==> config.mk <==
export PLATFORM = sky130hd
export DESIGN_NAME = psg_bus_writer
export DESIGN_NICKNAME = d
export VERILOG_FILES = /design/src/rtl/psg_bus_writer.sv
export SDC_FILE = /design/constraint.sdc
export NUM_CORES = 1
export LEC_CHECK = 0
export ABC_AREA = 1
export CAP_MARGIN = 0
export CORE_MARGIN = 3
export CORE_UTILIZATION = 44
export CTS_CLUSTER_DIAMETER = 150
export DETAILED_ROUTE_END_ITERATION = 10
export PLACE_DENSITY = 0.76
export REMOVE_ABC_BUFFERS = 1
export SYNTH_ARGS = -nofsm -noshare
export SYNTH_HDL_FRONTEND = slang
export SYNTH_SLANG_ARGS = --single-unit
==> constraint.sdc <==
create_clock -name clk -period 1.2 [get_ports clk]
set_input_delay 0.12 -clock clk [delete_from_list [all_inputs] [get_ports clk]]
set_output_delay 0.12 -clock clk [all_outputs]
set_load 0.005 [all_outputs]
==> src/rtl/psg_bus_writer.sv <==
// psg_bus_writer: serialises PSG register writes into latch/data bytes with an active-low strobe.
// Define PSG_SHADOW_SKIP_EN to drop tone data bytes that match the last value written.
module psg_bus_writer #(
    parameter int WE_CYCLES  = 1,
    parameter int GAP_CYCLES = 1
) (
    input  logic       clk,
    input  logic       rst_n,
    input  logic       req_valid,
    output logic       req_ready,
    input  logic [2:0] req_reg,
    input  logic [9:0] req_value,
    output logic [7:0] bus_data,
    output logic       bus_we_n,
    output logic       busy
);
    localparam int MAXC = WE_CYCLES > GAP_CYCLES ? WE_CYCLES : GAP_CYCLES;
    localparam int CW = $clog2(MAXC + 1);
    localparam logic [CW-1:0] WE_LOAD = CW'(WE_CYCLES - 1);
    localparam logic [CW-1:0] GAP_LOAD = CW'(GAP_CYCLES > 0 ? GAP_CYCLES - 1 : 0);
    localparam logic [2:0] IDLE = 3'd0, LATCH_ASSERT = 3'd1, LATCH_GAP = 3'd2,
                           DATA_ASSERT = 3'd3, DATA_GAP = 3'd4;

    logic [2:0] state, nxt, data_or_idle;
    logic [CW-1:0] cnt;
    logic [5:0] hi;
    logic send_data, tone, req_data, done;
    logic [7:0] latch_byte;

    assign req_ready = rst_n && state == IDLE;
    assign busy = state != IDLE;
    assign bus_we_n = !(state == LATCH_ASSERT || state == DATA_ASSERT);
    assign done = cnt == '0;
    assign tone = !req_reg[0] && req_reg[2:1] != 2'b11;
    assign latch_byte = {1'b1, req_reg, req_reg == 3'b110 ? {1'b0, req_value[2:0]} : req_value[3:0]};
    assign data_or_idle = send_data ? DATA_ASSERT : IDLE;

`ifdef PSG_SHADOW_SKIP_EN
    logic [5:0] shadow [4];
    logic [3:0] shadow_valid;
    logic [1:0] cur_idx;
    assign req_data = tone && !(shadow_valid[req_reg[2:1]] && shadow[req_reg[2:1]] == req_value[9:4]);
    // shadow only records tone writes whose data byte actually went out
    always_ff @(posedge clk) begin
        if (!rst_n) begin
            shadow_valid <= '0;
            cur_idx <= '0;
        end else begin
            if (state == IDLE && req_valid)
                cur_idx <= req_reg[2:1];
            if (state == DATA_ASSERT && done) begin
                shadow[cur_idx] <= hi;
                shadow_valid[cur_idx] <= 1'b1;
            end
        end
    end
`else
    assign req_data = tone;
`endif

    // zero-length gap states are skipped outright
    always_comb begin
        nxt = state;
        if (state == IDLE && req_valid)
            nxt = LATCH_ASSERT;
        else if (state != IDLE && done)
            nxt = state == LATCH_ASSERT ? (GAP_CYCLES > 0 ? LATCH_GAP : data_or_idle) :
                  state == LATCH_GAP    ? data_or_idle :
                  state == DATA_ASSERT  ? (GAP_CYCLES > 0 ? DATA_GAP : IDLE) : IDLE;
    end

    always_ff @(posedge clk) begin
        if (!rst_n) begin
            state <= IDLE;
            cnt <= '0;
            bus_data <= 8'h00;
            send_data <= 1'b0;
            hi <= '0;
        end else begin
            state <= nxt;
            if (nxt != state)
                cnt <= (nxt == LATCH_ASSERT || nxt == DATA_ASSERT) ? WE_LOAD : GAP_LOAD;
            else if (!done)
                cnt <= cnt - 1'b1;
            if (state == IDLE && req_valid) begin
                bus_data <= latch_byte;
                hi <= req_value[9:4];
                send_data <= req_data;
            end else if (nxt == DATA_ASSERT && state != DATA_ASSERT)
                bus_data <= {2'b00, hi};
        end
    end
endmodule
Word-level counts from Yosys, hierarchy flattened
Index checks and enable logic that the tools add are counted.
- bits of input ports: 16
- word-level logic and storage cells: 37
- register bits: 19
- equal/unequal tests: 8
- reductions and logical operators: 12
- bitwise logic cells: 2
- mux-type cells: 9
- add/sub/neg operators: 1
- operators with widths (kind ; number):
    $mux W8 ; 2
    $mux W3 ; 5
    $eq A3 B2 Y1 const B ; 3
    $logic_and A1 B1 Y1 ; 5
    $mux W4 ; 1
    $eq A3 B1 Y1 const B ; 1
    $eq A3 B3 Y1 const B ; 1
    $logic_not A3 Y1 ; 1
    $ne A3 B2 Y1 const B ; 1
    $ne A3 B3 Y1 ; 1
    $reduce_bool A3 Y1 ; 1
    $reduce_or A3 Y1 ; 1
    $logic_not A1 Y1 ; 2
    $mux W2 ; 1
    $ne A2 B2 Y1 const B ; 1
    $not A1 Y1 ; 2
    $reduce_bool A2 Y1 ; 1
    $logic_or A1 B1 Y1 ; 1
    $sub A1 B1 Y1 const B ; 1

Logic depth before layout (Yosys ltp)
Gate-level depths: netlist (run 1).
- depth in word-level cells: 10
- depth in mapped cells: 7
- mapped depth without buffers: 7

Least setup slack after synthesis (run 1)
No wires, ideal clock.
- path type: flip-flop to flip-flop
- start point: reg state[2]
- end point: reg bus_data[6]
- slack: 0.088 ns
- required time: 1.068 ns
- period minus slack after synthesis: 1.112 ns
- setup time: 0.132 ns
- cell stages (with the launch flop): 6
- arrival: 0.980 ns
- cells stage by stage: dfxtp_1 nor2_4 nand3_4 buf_6 nand3_1 a21oi_1
- word-level cells in the longest chain between the ends: 9
- RTL lines (item ; line ; text):
    start: declaration ; 24 ; logic [2:0] state, nxt, data_or_idle;
    start signal: assignment ; 80 ; state <= nxt;
    $eq A3 B2 Y1 ; 69 ; state == DATA_ASSERT ? (GAP_CYCLES > 0 ? DATA_GAP : IDLE) : IDLE;
    $mux W3 ; 69 ;
    $mux W3 ; 68 ; state == LATCH_GAP ? data_or_idle :
    $mux W3 ; 67 ; nxt = state == LATCH_ASSERT ? (GAP_CYCLES > 0 ? LATCH_GAP : data_or_idle) :
    $mux W3 ; 66 ; else if (state != IDLE && done)
    $mux W3 ; 64 ; if (state == IDLE && req_valid)
    $eq A3 B2 Y1 ; 89 ; end else if (nxt == DATA_ASSERT && state != DATA_ASSERT)
    $logic_and A1 B1 Y1 ; 89 ;
    $reduce_bool A2 Y1 (no line) ; n/a ;
    end signal: assignment ; 86 ; bus_data <= latch_byte;
    end signal: assignment ; 90 ; bus_data <= {2'b00, hi};
    end: declaration ; 13 ; output logic [7:0] bus_data,
Several ways; a longest one is shown, not always the timed one.
A chain may end at the register's enable or synchronous reset.

Worst setup path after layout (run 1)
- start point: reg state[2]
- end point: reg hi[2]
- word-level cells in the longest chain between the ends: 2
- RTL lines (item ; line ; text):
    $logic_not A3 Y1 ; 85 ; if (state == IDLE && req_valid) begin
    $logic_and A1 B1 Y1 ; 85 ;
    end signal: assignment ; 87 ; hi <= req_value[9:4];
    end: declaration ; 26 ; logic [5:0] hi;
Every way passes these cells.

==> summary.md, run 1 <==
| Metric | Value |
|---|---|
| Status | `finished, violations left` |
| Failing checks | `setup timing` |
| I/O pin total | `27` |
| Endpoint, Worst Hold | `hi[4]` |
| Clk pwr share | `0.230` |
| PwrDens | `1004 mW/mm^2` |
| Post-synthesis sequential area ratio | `0.4565` |
| Synth top area cells | `dfxtp_1 46%, nand2_1 16%, a21oi_1 9.6%, nand3_1 5.4%, nand3_4 4.2%` |
| Post-DP HPWL | `1454 microns` |
| Largest area contributor in the netlist | `dfxtp_1` |
| Maximum VDD drop | `0.0009681 V` |
| Crit end category | `flip-flop` |
| GPL Wtd Cong | `0.7324` |
| Row cnt | `15` |
| Worst R2R Start | `state[2]` |
| PortBufs | `26` |
| Placed instance count | `168` |
| Vias in the first global route | `943` |
| Internal power | `0.001003 W` |
| Final Cycle Share | `1.100` |
| Full die area | `0.002452 sq mm` |
| Count of cell types in the netlist | `22` |
| Hold Path Depth | `3` |
| CTS Buf Count | `3` |
| Hold WC Path Type | `input pin to flip-flop` |
| CTS clock-pin slew for the worst setup and hold paths | `110 ps` |
| Number of max-cap violations | `0` |
| CP required | `1430 ps` |
| Total congestion overflow | `0` |
| Crit path DAT | `1550 ps` |
| Final worst setup slack | `-120.5 ps` |
| # clock sinks | `19` |
| Routed Antenna Nets | `0` |
| Synth top area share | `0.4565` |
| Commonest non-fill, non-tap cell in the layout | `nand2_1` |
| First drt pass iteration count | `4` |
| Ratio of cells with drive above 1 in the final layout | `0.4268` |
| Syn avg cell area | `7.716 sq um` |
| ANT cells | `0` |
| Total wire length | `2815 microns` |
| Minimum clock period after layout | `1320 ps` |
| Synth Cell Area | `833.3 sq um` |
| R2r endpoint | `hi[2]` |
| DR vias | `993` |
| CP startpoint kind | `flip-flop` |
| Total core area | `0.001764 sq mm` |
| Die height | `49.52 microns` |
| Hold Slack | `369.0 ps` |
| Largest net degree at the start of global routing | `19` |
| Final setup fails | `16` |
| Switching Power | `0.0004276 W` |
| First-pass GRT wire length | `4209 microns` |
| Register area | `401.6 sq um` |
| CTS Root Buffer Type | `clkbuf_4` |
| Vias per Instance | `5.456` |
| DRC errors left | `0` |
| CTS tree | `built` |
| Starting DRC count in detailed routing | `31` |
| Leakage | `0.6253 nW` |
| Combinational power share | `0.287` |
| Max frequency | `757.3 MHz` |
| Sw Ratio | `0.2990` |
| Worst slack, placed | `-183.1 ps` |
| Starting Density | `0.4723` |
| Die span in x | `49.52 microns` |
| Cts hold-fix bufs | `0` |
| Most frequent cells in the layout | `24 x nand2_1, 15 x clkdlybuf4s50_1, 12 x buf_4` |
| Sequential share of power | `0.483` |
| Clock tree buffer depth | `2` |
| FF+latch count, synth | `19` |
| FF-to-FF path depth | `7` |
| Gr usage total | `0.2234` |
| Clock latency on the worst-skew pair | `300 ps` |
| Layout fillers | `133` |
| Clock skew | `3.587 ps` |
| H-tree levels | `1` |
| Crit Path Class | `flip-flop to flip-flop` |
| Multi-input gate area in the final layout | `519.2 sq um` |
| RSZ-0062 raised after global routing | `true` |
| Initial antenna violation count | `0` |
| # nets final | `174` |
| Wire per inst | `15.47 microns` |
| Final Max Slew Viols | `0` |
| P&R area growth vs syn | `71.02%` |
| Worst Hold Launch | `req_value[8]` |
| Hold Violations, Final | `0` |
| Flop2flop setup slack | `-120 ps` |
| YS warnings | `0` |
| Final std cells w/o fill | `182` |
| Mapped Cells | `108` |
| CP max FO | `6` |
how the worst max path moves through the flow:
stage / cells past startpoint / slack [ps] / to / start
after global placement: 7 / -170 / bus_data[3] / req_valid
after detailed placement: 7 / -180 / bus_data[3] / req_valid
final: 7 / -120 / hi[2] / state[2]
after floorplan: 7 / 40 / bus_data[3] / state[2]
after global routing: 7 / -150 / hi[2] / state[2]
after CTS: 8 / -30 / bus_data[2] / state[2]
critical path, stage by stage, from the launching register on:
cell	delay [ps]
dfxtp_4	380
nor2_4	160
buf_6	150
nand3_4	130
clkinv_4	120
buf_6	120
nand2_4	50
a21oi_2	150
layer usage:
metal,track usage,share of wire,vias up
li1,-,-,469
met1,0.2556,0.40,468
met2,0.3965,0.53,48
met3,0.03323,0.053,8
met4,0.1152,0.022,0
met5,0,0,-
flip-flops by register name, indices dropped and copies added (netlist names):
name       flops
hi             6
state          3
bus_data       8
cnt            1
send_data      1
repair_timing:
| item | CTS | global route |
|---|---|---|
| gates resized for setup | 51 | 16 |
| endpoints found under the setup margin | 18 | 19 |
| gates cloned | 2 | 0 |
| pin swaps | 10 | 10 |
| buffers inserted | 8 | 0 |
Yosys cell counts (all sizes together):
master   n
clkinv   2
nand3   11
buf      1
nand3b   1
o21ai    2
clkbuf   1
a21oi   16
a31oi    1
a211oi   1
inv      5
nand2   37
nor2     5
dfxtp   19
nand4    5
conb     1
cell families (layout without fill, tap and decap cells):
group	count (synthesis)	count (layout)	share of synthesized area
AOI/OAI and AO/OA	20	20	0.1246
buffers and inverters	9	56	0.05855
DFF	19	19	0.4565
other	1	1	0.004500
and+or+nand+nor	59	61	0.3559
power groups by stage:
| stage | clock network [W] | logic (W) | registers [W] |
|---|---|---|---|
| after floorplan | 0 | 0.000137 | 0.000703 |
| after global placement | 0 | 0.000311 | 0.000702 |
| after detailed placement | 0 | 0.000316 | 0.000704 |
| after CTS | 0.000328 | 0.000363 | 0.000691 |
| after global routing | 0.000368 | 0.000433 | 0.000695 |
| final | 0.000329 | 0.000410 | 0.000691 |
layout make-up:
type	count	share of cell area
Clock buffer	4	0.01844
Timing Repair Buffer	45	0.2897
Multi-Input combinational cell	82	0.3644
Sequential cell	19	0.2818
Inverter	7	0.02370
Tap cell	25	0.02195
metrics by stage:
step / setup TNS [ps] / utilization / instance area [sq um] / power [W]
floorplan: 0 / - / 818.3 / 0.0008396
global placement: -1765 / 0.6830 / 1205 / 0.001013
detailed placement: -1918 / 0.6830 / 1205 / 0.001020
CTS: -123.9 / 0.7752 / 1368 / 0.001381
global route: -1691 / 0.8078 / 1425 / 0.001496
finish: -920.7 / 0.8078 / 1425 / 0.001430
(Power assumes the default switching activity.)
==> run 2: changes to the inputs <==
CORE_MARGIN = 5   (was 3)
CORE_UTILIZATION = 60   (was 44)
DONT_BUFFER_PORTS = 1   (was unset)
PLACE_DENSITY = 0.75   (was 0.76)
clock period = 1.7 ns   (was 1.2 ns; I/O delays follow)
==> summary.md, run 2 (synthesis gave the netlist of run 1 again) <==
| Metric | Value |
|---|---|
| Status | `completed` |
| Hold Path Depth | `2` |
| First drt pass iteration count | `4` |
| Final Cycle Share | `0.7893` |
| RSZ-0062 raised after global routing | `false` |
| Maximum VDD drop | `0.0005207 V` |
| ANT cells | `0` |
| Total core area | `0.001301 sq mm` |
| Die span in x | `47.27 microns` |
| Full die area | `0.002234 sq mm` |
| Post-DP HPWL | `1262 microns` |
| Multi-input gate area in the final layout | `404.1 sq um` |
| Endpoint, Worst Hold | `hi[3]` |
| DR vias | `702` |
| Setup TNS | `0 ps` |
| Final Max Slew Viols | `0` |
| Crit Path Class | `flip-flop to flip-flop` |
| Row cnt | `13` |
| Minimum clock period after layout | `1342 ps` |
| Vias per Instance | `5.616` |
| Crit-path slowest cell | `dfxtp_1` |
| First-pass GRT wire length | `2725 microns` |
| Total congestion overflow | `0` |
| # nets final | `127` |
| CTS Buf Count | `3` |
| Crit-path cells | `nor2_4 > nand3_4 > clkinv_4 > nand2_1 > nand2_1 > nand2_1 > a21oi_1` |
| Crit path DAT | `1560 ps` |
| Final std cells w/o fill | `125` |
| Max transition margin | `0.6659` |
| Layout fillers | `129` |
| CTS clock-pin slew for the worst setup and hold paths | `100 ps` |
| Final setup fails | `0` |
| Register area | `380.4 sq um` |
| Hold Violations, Final | `0` |
| Hold Slack | `6.032 ps` |
| P&R area growth vs syn | `3.604%` |
| Routed Antenna Nets | `0` |
| Number of max-cap violations | `0` |
| Starting DRC count in detailed routing | `28` |
| Total wire length | `1661 microns` |
| Worst-Margin Slew | `498.1 ps` |
| DRC errors left | `0` |
| Registers with the most flip-flops | `bus_data (8), hi (6), state (3)` |
| Vias in the first global route | `652` |
| CP required | `1920 ps` |
| Most frequent cells in the layout | `35 x nand2_1, 19 x dfxtp_1, 16 x a21oi_1, 9 x nand3_1, 5 x nand4_1` |
| CTS Root Buffer Type | `clkbuf_4` |
| Clock skew | `4.324 ps` |
| Clock tree buffer depth | `2` |
| PortBufs | `0` |
| Post-CTS Setup Repair Bufs | `0` |
| H-tree levels | `1` |
| I/O pin total | `27` |
| Max reg flops | `8` |
| Final core occ | `0.6635` |
| Hold WC Path Type | `input pin to flip-flop` |
| Post-CTS sizing | `0` |
| Gr usage total | `0.1743` |
| Max frequency | `745.3 MHz` |
| Largest net degree at the start of global routing | `20` |
| CP startpoint kind | `flip-flop` |
| Clock latency on the worst-skew pair | `290 ps` |
| Flop2flop setup slack | `360 ps` |
| Most used cell, CP | `nand2_1` |
| FF-to-FF path depth | `7` |
| Placed instance count | `121` |
| CTS tree | `built` |
| Ratio of cells with drive above 1 in the final layout | `0.1000` |
| Die height | `47.27 microns` |
| Cts hold-fix bufs | `0` |
| Worst stage delay on the critical path | `370 ps` |
| GPL Wtd Cong | `0.7727` |
| Commonest non-fill, non-tap cell in the layout | `nand2_1` |
| Initial antenna violation count | `0` |
| Worst slack, placed | `382.0 ps` |
| Wire per inst | `13.29 microns` |
| Starting Density | `0.6404` |
| Top reg by flops | `bus_data` |
| Final worst setup slack | `358.3 ps` |
| PwrDens | `956.6 mW/mm^2` |
| Worst R2R Start | `state[1]` |
| Crit end category | `flip-flop` |
| CP max FO | `19` |
| # clock sinks | `19` |
| R2r endpoint | `bus_data[3]` |
| Leakage | `0.3465 nW` |
| Worst Hold Launch | `req_value[7]` |
## run 2: cell count changes in the layout (fill, tap and decap cells not counted), moves of 7 or more
cell,delta
clkdlybuf4s50_1,-15
buf_4,-12
dfxtp_1,+11
nand2_1,+11
a21oi_1,+8
a21oi_2,-8
dfxtp_2,-8
dlygate4sd2_1,-8
nand2_2,-7
## run 2: area by class of cell
cell class | instances | area share
multi-input cells | 80 | 0.4681
flip-flops and latches | 19 | 0.4406
inverters | 7 | 0.03913
well taps | 15 | 0.02174
clock buffers | 4 | 0.03043
## run 2: stage by stage
stage	total power [W]	instance area, sq um
after CTS	0.0008320	863.3
after detailed placement	0.0006167	837.1
final	0.0008259	863.3
after floorplan	0.0005926	818.3
after global placement	0.0006136	837.1
after global routing	0.0008826	863.3
## run 2: how the worst max path moves through the flow
stage               startpoint          end  slack [ps]  cells past startpoint
global placement      state[1]  bus_data[3]         410                      7
global route          state[2]  bus_data[3]         240                      7
detailed placement    state[2]  bus_data[5]         380                      6
finish                state[1]  bus_data[3]         360                      7
floorplan             state[2]  bus_data[3]         540                      7
CTS                   state[2]    req_ready         370                      3
## run 2: critical path, delay by kind of cell, from the launching register on
kind            cells  cell delay [ps]
buf+inv             1              150
flops               1              370
simple gates        5              640
compound gates      1              110
## run 2: where the power goes
part | internal, W | total [W] | switching [W]
registers | 0.000472 | 0.000490 | 0.0000173
logic | 0.0000378 | 0.000116 | 0.0000779
clock network | 0.0000913 | 0.000221 | 0.000129
## run 2: routing by layer
| metal | global-route usage | wire length (microns) |
|---|---|---|
| met1 | 0.2184 | 748 |
| met3 | 0.08046 | 168 |
| met4 | 0.08287 | 31 |
| met2 | 0.2513 | 711 |
| met5 | 0 | 0 |
==> run 3: changes to the inputs <==
CORE_UTILIZATION = 58   (was 60)
PLACE_DENSITY = 0.73   (was 0.75)
clock period = 1.3 ns   (was 1.7 ns; I/O delays follow)
==> summary.md, run 3 (synthesis gave the netlist of run 1 again) <==
| Metric | Value |
|---|---|
| PwrDens | `1120 mW/mm^2` |
| Final worst setup slack | `3.878 ps` |
| First drt pass iteration count | `4` |
| CTS clock-pin slew for the worst setup and hold paths | `110 ps` |
| Crit Path Class | `flip-flop to flip-flop` |
| Maximum VDD drop | `0.0007809 V` |
| Final Max Slew Viols | `0` |
| Final std cells w/o fill | `140` |
| Worst R2R Start | `state[2]` |
| Vias per Instance | `5.486` |
| Final setup fails | `0` |
| Top reg by flops | `bus_data` |
| First-pass GRT wire length | `3029 microns` |
| Final Cycle Share | `0.9970` |
| CTS tree | `built` |
| Row cnt | `13` |
| Crit path to | `bus_data[3]` |
| Die span in x | `47.91 microns` |
| Status | `completed` |
| Met1 usage | `0.2297` |
| CP Launch Point | `state[2]` |
| Clock skew | `1.489 ps` |
| Commonest non-fill, non-tap cell in the layout | `nand2_1` |
| Registers with the most flip-flops | `bus_data (8), hi (6), state (3)` |
| Total congestion overflow | `0` |
| I/O pin total | `27` |
| Max reg flops | `8` |
| Crit path DAT | `1510 ps` |
| Full die area | `0.002295 sq mm` |
| Total core area | `0.001334 sq mm` |
| Hold Violations, Final | `0` |
| Number of max-cap violations | `0` |
| CTS Root Buffer Type | `clkbuf_4` |
| Placed instance count | `124` |
| CP required | `1520 ps` |
| Met3 usage in global routing | `0.06015` |
| Die height | `47.91 microns` |
| FF-to-FF path depth | `6` |
| Post-DP HPWL | `1340 microns` |
| Minimum clock period after layout | `1296 ps` |
| Starting Density | `0.6248` |
| # nets final | `142` |
| Total wire length | `1912 microns` |
| CP max FO | `6` |
| Clock tree buffer depth | `2` |
| Routed Antenna Nets | `0` |
| GR Util met2 | `0.3140` |
| Starting DRC count in detailed routing | `22` |
| CP startpoint kind | `flip-flop` |
| Wire per inst | `13.66 microns` |
| Leakage | `0.4178 nW` |
| ANT cells | `0` |
| # clock sinks | `19` |
| Worst slack, placed | `77.01 ps` |
| DR vias | `768` |
| Ratio of cells with drive above 1 in the final layout | `0.1840` |
| RSZ-0062 raised after global routing | `true` |
| Max frequency | `771.5 MHz` |
| P&R area growth vs syn | `21.02%` |
| Most frequent cells in the layout | `35 x nand2_1, 16 x a21oi_1, 16 x dfxtp_1, 9 x nand3_1` |
| Busiest metal layer after global routing | `met2` |
| Flop2flop setup slack | `4 ps` |
| R2r endpoint | `bus_data[3]` |
| CTS Buf Count | `3` |
| GPL Wtd Cong | `0.8928` |
| Hold WC Path Type | `input pin to flip-flop` |
| H-tree levels | `1` |
| DRC errors left | `0` |
| Largest net degree at the start of global routing | `15` |
| Gr usage total | `0.1901` |
| Vias in the first global route | `739` |
| Clock latency on the worst-skew pair | `290 ps` |
| PortBufs | `0` |
| Hold Path Depth | `2` |
| Crit end category | `flip-flop` |
| Initial antenna violation count | `0` |
-- run 3: routing by layer --
metal  part of all wire  wire (microns)
met3              0.064             122
met5                  0               0
met4              0.015              29
met2               0.47             895
met1               0.45             865
-- run 3: power by group --
group	internal, W	leakage [nW]	switching [W]	total, W
Clock	0.000114	0.0177	0.000180	0.000294
Sequential	0.000619	0.157	0.0000239	0.000643
Combinational	0.0000783	0.243	0.000114	0.000193
Total	0.000811	0.418	0.000318	0.00113
-- run 3: final cells by class --
type / count / area [sq um]
Clock inverter: 1 / 5.005
Tap cell: 15 / 18.77
Timing Repair Buffer: 14 / 122.6
Sequential cell: 19 / 384.1
Fill cell: 103 / 325.3
Inverter: 7 / 36.28
Multi-Input combinational cell: 81 / 419.2
Clock buffer: 3 / 22.52
-- run 3: repair_timing --
action,CTS,global route
hold buffers,7,0
gates resized for setup,0,5
buffers inserted,0,4
endpoints found under the setup margin,0,9
hold endpoints to repair,7,0
-- run 3: how the worst min path moves through the flow --
stage,startpoint,endpoint,slack [ps]
floorplan,req_value[4],hi[0],270
global placement,req_value[4],hi[0],280
detailed placement,req_value[5],hi[1],280
CTS,req_reg[0],send_data,30
global route,req_reg[0],send_data,40
finish,req_reg[0],send_data,30
-- run 3: critical path, stage by stage, from the launching register on --
cell,delay (ps)
dfxtp_2,360
nor2_4,210
nand2_4,100
nand3_4,140
buf_4,140
nand3_1,80
a21oi_1,180
-- run 3: stage by stage --
| stage | hold WS [ps] | instance area [sq um] | power (W) | setup TNS [ps] | utilization |
|---|---|---|---|---|---|
| floorplan | 274.3 | 818.3 | 0.0007750 | 0 | - |
| CTS | 28.38 | 957.2 | 0.001119 | 0 | 0.7176 |
| global placement | 276.7 | 859.6 | 0.0008137 | 0 | 0.6445 |
| global route | 35.76 | 1008 | 0.001199 | -91.90 | 0.7561 |
| finish | 31.73 | 1008 | 0.001129 | 0 | 0.7561 |
| detailed placement | 280.9 | 859.6 | 0.0008160 | 0 | 0.6445 |
